File: config.mk
export PLATFORM = sky130hd
export DESIGN_NAME = busout_nibble_scanner
export DESIGN_NICKNAME = d
export VERILOG_FILES = /design/src/rtl/busout_nibble_scanner.sv
export SDC_FILE = /design/constraint.sdc
export NUM_CORES = 1
export LEC_CHECK = 0
export ABC_AREA = 1
export CAP_MARGIN = 20
export CORE_MARGIN = 2
export CORE_UTILIZATION = 30
export CTS_CLUSTER_DIAMETER = 60
export DETAILED_ROUTE_END_ITERATION = 12
export GPL_ROUTABILITY_DRIVEN = 0
export PLACE_DENSITY = 0.57
export SLEW_MARGIN = 20
export SYNTH_ARGS = -nofsm -noshare
export SYNTH_HDL_FRONTEND = slang
export SYNTH_SLANG_ARGS = --single-unit
File: constraint.sdc
create_clock -name clock_i -period 1.4 [get_ports clock_i]
set_input_delay 0.28 -clock clock_i [delete_from_list [all_inputs] [get_ports clock_i]]
set_output_delay 0.28 -clock clock_i [all_outputs]
set_load 0.1 [all_outputs]
File: src/rtl/busout_nibble_scanner.sv
// busout_nibble_scanner: captures a multi-nibble BUSOUT value and scans it,
// one nibble per refresh slot, onto a shared seven-segment decoder.
// Ports: clock_i, resetn_i (sync, active-low), busin_i, load_i, freeze_i,
//        ack_o (capture pulse), nibble_o, anode_o (active-low), digit_o.
// Option: define BUSOUT_SCAN_BLANK_EN for leading-zero blanking.
module busout_nibble_scanner #(
  parameter int DIGITS   = 4,
  parameter int PRESCALE = 50000
) (
  input  logic                  clock_i,
  input  logic                  resetn_i,
  input  logic [4*DIGITS-1:0]   busin_i,
  input  logic                  load_i,
  input  logic                  freeze_i,
  output logic                  ack_o,
  output logic [3:0]            nibble_o,
  output logic [DIGITS-1:0]     anode_o,
  output logic [1:0]            digit_o
);

  localparam int PW = (PRESCALE > 1) ? $clog2(PRESCALE) : 1;
  localparam logic [PW-1:0] PLAST = PW'(PRESCALE - 1);
  localparam logic [1:0]    ILAST = 2'(DIGITS - 1);

  logic [4*DIGITS-1:0] cap_q, cap_d;
  logic [PW-1:0]       pcnt_q, pcnt_d;
  logic [1:0]          idx_q, idx_d;
  logic                ack_q, ack_d;

  always_comb begin
    cap_d  = cap_q;
    pcnt_d = pcnt_q;
    idx_d  = idx_q;
    ack_d  = load_i;
    if (load_i) begin
      cap_d = busin_i;
    end
    if (!freeze_i) begin
      if (pcnt_q == PLAST) begin
        pcnt_d = '0;
        idx_d  = (idx_q == ILAST) ? 2'd0 : idx_q + 2'd1;
      end else begin
        pcnt_d = pcnt_q + PW'(1);
      end
    end
  end

  always_ff @(posedge clock_i) begin
    if (!resetn_i) begin
      cap_q  <= '0;
      pcnt_q <= '0;
      idx_q  <= '0;
      ack_q  <= 1'b0;
    end else begin
      cap_q  <= cap_d;
      pcnt_q <= pcnt_d;
      idx_q  <= idx_d;
      ack_q  <= ack_d;
    end
  end

  logic blank;

`ifdef BUSOUT_SCAN_BLANK_EN
  // A slot is dark when it and every higher nibble are zero; slot 0 never is.
  always_comb begin
    blank = (idx_q != 2'd0);
    for (int k = 0; k < DIGITS; k++) begin
      if (2'(k) >= idx_q && cap_q[4*k +: 4] != 4'h0) begin
        blank = 1'b0;
      end
    end
  end
`else
  assign blank = 1'b0;
`endif

  always_comb begin
    nibble_o = 4'h0;
    for (int k = 0; k < DIGITS; k++) begin
      if (idx_q == 2'(k)) begin
        nibble_o = cap_q[4*k +: 4];
      end
    end
  end

  always_comb begin
    anode_o = '1;
    for (int k = 0; k < DIGITS; k++) begin
      anode_o[k] = blank | (idx_q != 2'(k));
    end
  end

  assign digit_o = idx_q;
  assign ack_o   = ack_q;

endmodule

# [After elaboration in Yosys (flattened, before gate mapping)]
# Cells that the tools add are included.
[totals] ff_bits=35 input_bits=20 output_inout_bits=11 wordCells=23
[op_classes] n_addsub=2 n_eq_ne=7 mux=6 n_bitwise=1 reduce_logical=3
[ops] op="16-bit by 1-bit adder with 16-bit output (second input constant)" n=1
[ops] op="16-bit equality test (second input constant)" n=1
[ops] op="16-bit 2-to-1 mux" n=1
[ops] op="4-bit 2-to-1 mux" n=4
[ops] op="2-bit equality test (second input constant)" n=2
[ops] op="2-bit != test (second input constant)" n=2
[ops] op="2-bit by 1-bit adder with 2-bit output (second input constant)" n=1
[ops] op="2-bit by 1-bit equality test with 1-bit output (second input constant)" n=1
[ops] op="2-bit logical NOT" n=1
[ops] op="2-bit 2-to-1 mux" n=1
[ops] op="2-bit by 1-bit != test with 1-bit output (second input constant)" n=1
[ops] op="2-bit AND reduction" n=1
[ops] op="2-bit nonzero test" n=1
[ops] op="1-bit NOT" n=1

# [Logic depth before layout (Yosys ltp)]
[depth] word_depth=5 mapped_depth=9 ltp_nobuf=8

# [Least setup slack after synthesis]
# OpenSTA, ideal clock, no wires.
[synth_timing] kind="register -> output" from="register idx_q[0], in the netlist digit_o[0]" to="output port nibble_o[0]" t_arrival_ns=3.848 required_ns=1.120 setup_slack_ns=-2.728 path_stages_with_launch=6 path_buffers=0 cell_sequence="dfxtp_1 -> ha_1 -> clkinv_1 -> nand2_1 -> o211ai_1 -> a21oi_1"
[synth_between] elab_chain_len=5 elab_cells_between_ends=8 cone_classes="3 x eq/ne; 4 x mux; 1 x reduce/logical"
[synth_lines] element="start, declared" line="27" rtl="logic [1:0] idx_q, idx_d;"
[synth_lines] element="start signal, assigned" line="57" rtl="idx_q <= idx_d;"
[synth_lines] element="2-bit logical NOT" line="81" rtl="if (idx_q == 2'(k)) begin"
[synth_lines] element="4-bit 2-to-1 mux (3 in series)" line="81"
[synth_lines] element="4-bit 2-to-1 mux (*)" line="81"
[synth_lines] element="end, declared" line="16" rtl="output logic [3:0] nibble_o,"
# Mark *: on every way between the ends. The rest lies on a longest branch, timed or not.

# [Worst setup path after layout]
[layout_timing] from="register idx_q[1], in the netlist digit_o[1]" to="output port nibble_o[0]"
# The elaborated chain is that of the path after synthesis.

==> impl_metrics.toml <==
[detailed_routing]
viasPerCell = 4.44
vias = 1673
dr.pass1.iters = 4
drtIter0Drc = 54
finalWirelength_um = 4330
final_antenna_net_count = 0
drc_errors = 0
wl_per_cell_um = 11.5

[synthesis]
synth_cell_type_count = 29
syn_area_mm2 = 0.00172
syn_avg_cell_area_um2 = 6.91
seq_area_frac_synth_pct = 40.7
syn-instance-count = 249
synth_async_sr_flop_share_pct = 0
ys_ff_latch = 35
synth.top_cell.area_share_pct = 40.7
synth_top_cell_by_area = "dfxtp_1"
synth_edf_count = 0
synth_nets = 274
synthTopCellsByArea = "dfxtp_1 (41%), nor2_1 (15%), nand2_1 (9.8%)"
synth_top_flop_cell = "dfxtp_1"
yosysWarnings = 0

[power]
power_uw = 2090
p_int_uw = 1520
switching_share_pct = 27.6
leakagePower_uw = 0.00110
max-vdd-ir-drop_mv = 0.527
combPwrFrac_pct = 14.5
power.density_mw_per_mm2 = 789
netSwitchingPower_uw = 577
seqPwrFrac_pct = 50.3
p_clk_share_pct = 35.1

[die]
core_area_mm2 = 0.00551
initial_core_util_pct = 31.2
die_w_um = 79.7
ioPinCount = 31
dieArea_mm2 = 0.00636
rows = 27
die_y_um = 79.7

[cts]
ctsHtreeMaxLevel = 2
cts_buffers = 5
clock_latency_ns = 0.29
cts_sinks = 35
clk_pin_slew_worst_paths_ns = 0.07
cts_tree = "built"
cts_hold_buf = 0
cts_buffer_depth = 2
cts_root_buf = "clkbuf_8"

[global_routing]
grt-ovfl-total = 0
grt_pass1_wl_um = 7070
grt_pass1_vias = 1623
track_usage_pct = 14.3
antenna_found_initial = 0
grt_start_max_net_pins = 21

[timing]
setup_violations = 9
max_freq_mhz = 543
finalHoldViolations = 0
rsz0062_at_grt = "true"
worst_clock_skew_ns = 0.00731
final.setup.tns_ns = -2.64
drv_slew = 0
timing.final.ws_setup_ns = -0.442
slew_headroom_pct = 65.8
tightest_slew_ns = 0.513
fin_crit_sh_pct = 132
fin_crit_ns = 1.84

[run]
max-cap-violations = 0

[critical_path]
required_ns = 1.12
cp-end-kind = "output port"
worst_ep_arrival_time_ns = 1.56
path_class = "register to output port"
worst-path-max-fanout = 5
critPathLaunchType = "register"

[placed_design]
dp_hpwl_um = 3080
portBuffers = 30
pre_cts_ws_ns = -0.215
placed_cell_area_mm2 = 0.00241

[final_layout]
drive_gt1_share_pct = 28.5
postLayoutCoreUtil_pct = 48.2
syn2layout_area_growth_pct = 54.3
n_antenna_cell = 0
finalInstanceArea_mm2 = 0.00266
final_cell_mix = "nor2_1 (66), nand2_1 (42), dfxtp_1 (32), o21ai_0 (18), clkdlybuf4s50_1 (18)"
nNetsFinal = 329
final_common_cell = "nor2_1"

[run_status]
failed_checks = "setup timing"
status = "finished, violations left"

[hold_path]
min_path_type = "input pin to register"
-- power by group through the flow --
stage | Combinational, uW | Clock (uW) | Sequential [uW]
floorplan | 162 | 0 | 1080
global placement | 305 | 0 | 1070
CTS | 306 | 768 | 1050
global route | 329 | 811 | 1060
finish | 304 | 736 | 1050
detailed placement | 308 | 0 | 1070
-- critical path, stage by stage, from the launching register on --
cell	delay, ns
dfxtp_4	0.37
buf_6	0.12
ha_4	0.16
clkinvlp_4	0.09
o211ai_1	0.15
a21oi_4	0.20
buf_12	0.19
-- cell type report --
cell class | instances | area, um2
Timing Repair inverter | 1 | 6.26
Tap cell | 72 | 90.1
Inverter | 25 | 120
Timing Repair Buffer | 52 | 601
Multi-Input combinational cell | 184 | 1040
Clock buffer | 6 | 72.6
Fill cell | 547 | 2850
Clock inverter | 2 | 12.5
Sequential cell | 35 | 709
-- state kept, by name, summed over array words and instances, names as in the netlist --
name and flops:
cap_q 16, digit_o 2, pcnt_q 16, ack_o 1
-- through the flow --
stage          instances  hold slack, ns
5_1_grt              377           0.524
3_3_place_gp         364           0.486
2_1_floorplan        249           0.415
4_1_cts              375           0.507
6_report             377           0.477
3_5_place_dp         364           0.484
-- path summary, 6_finish.rpt --
check,from,end,slack [ns],cells past startpoint
worst max-delay path,digit_o[1],nibble_o[0],-0.44,6
worst min-delay path,freeze_i,pcnt_q[0],0.48,4
worst max register to register,pcnt_q[0],pcnt_q[12],0.11,8
worst min register to register,cap_q[12],cap_q[12],0.50,2
-- synthesized netlist by cell type (2+ instances only) --
cell type,number
nor2_1,71
nand2_1,45
dfxtp_1,35
inv_1,22
o21ai_0,18
a21oi_1,10
nand3_1,6
ha_1,5
o211ai_1,4
xor2_1,4
nand2_2,3
nand4_1,3
nor2_2,3
clkbuf_1,2
nor2_4,2
nor3_1,2
o21ai_1,2
-- what timing repair did --
action	in CTS	in global routing
setup buffers	4	1
resized for setup	15	19
setup endpoints to repair	8	22
cloned	0	1
pin swaps	7	8
-- cells by family after synthesis --
kind of cell               after synthesis  share of synthesized area, %
and+or+nand+nor                        139                          34.8
muxes                                    1                         0.582
buffers and inverters                   30                          7.20
xor gates and xnor gates                 4                          2.04
adders and majority gates                5                          3.64
DFF                                     35                          40.7
AOI/OAI and AO/OA                       35                          11.0
-- per-layer routing --
metal | vias up | GRT usage [%] | wire [um]
met2 | 30 | 24.5 | 2030
li1 | 892 | - | -
met4 | 0 | 4.66 | 63
met5 | - | 0 | 0
met3 | 7 | 3.39 | 189
met1 | 744 | 17.4 | 2050
Power figures use the tool's default switching activity.
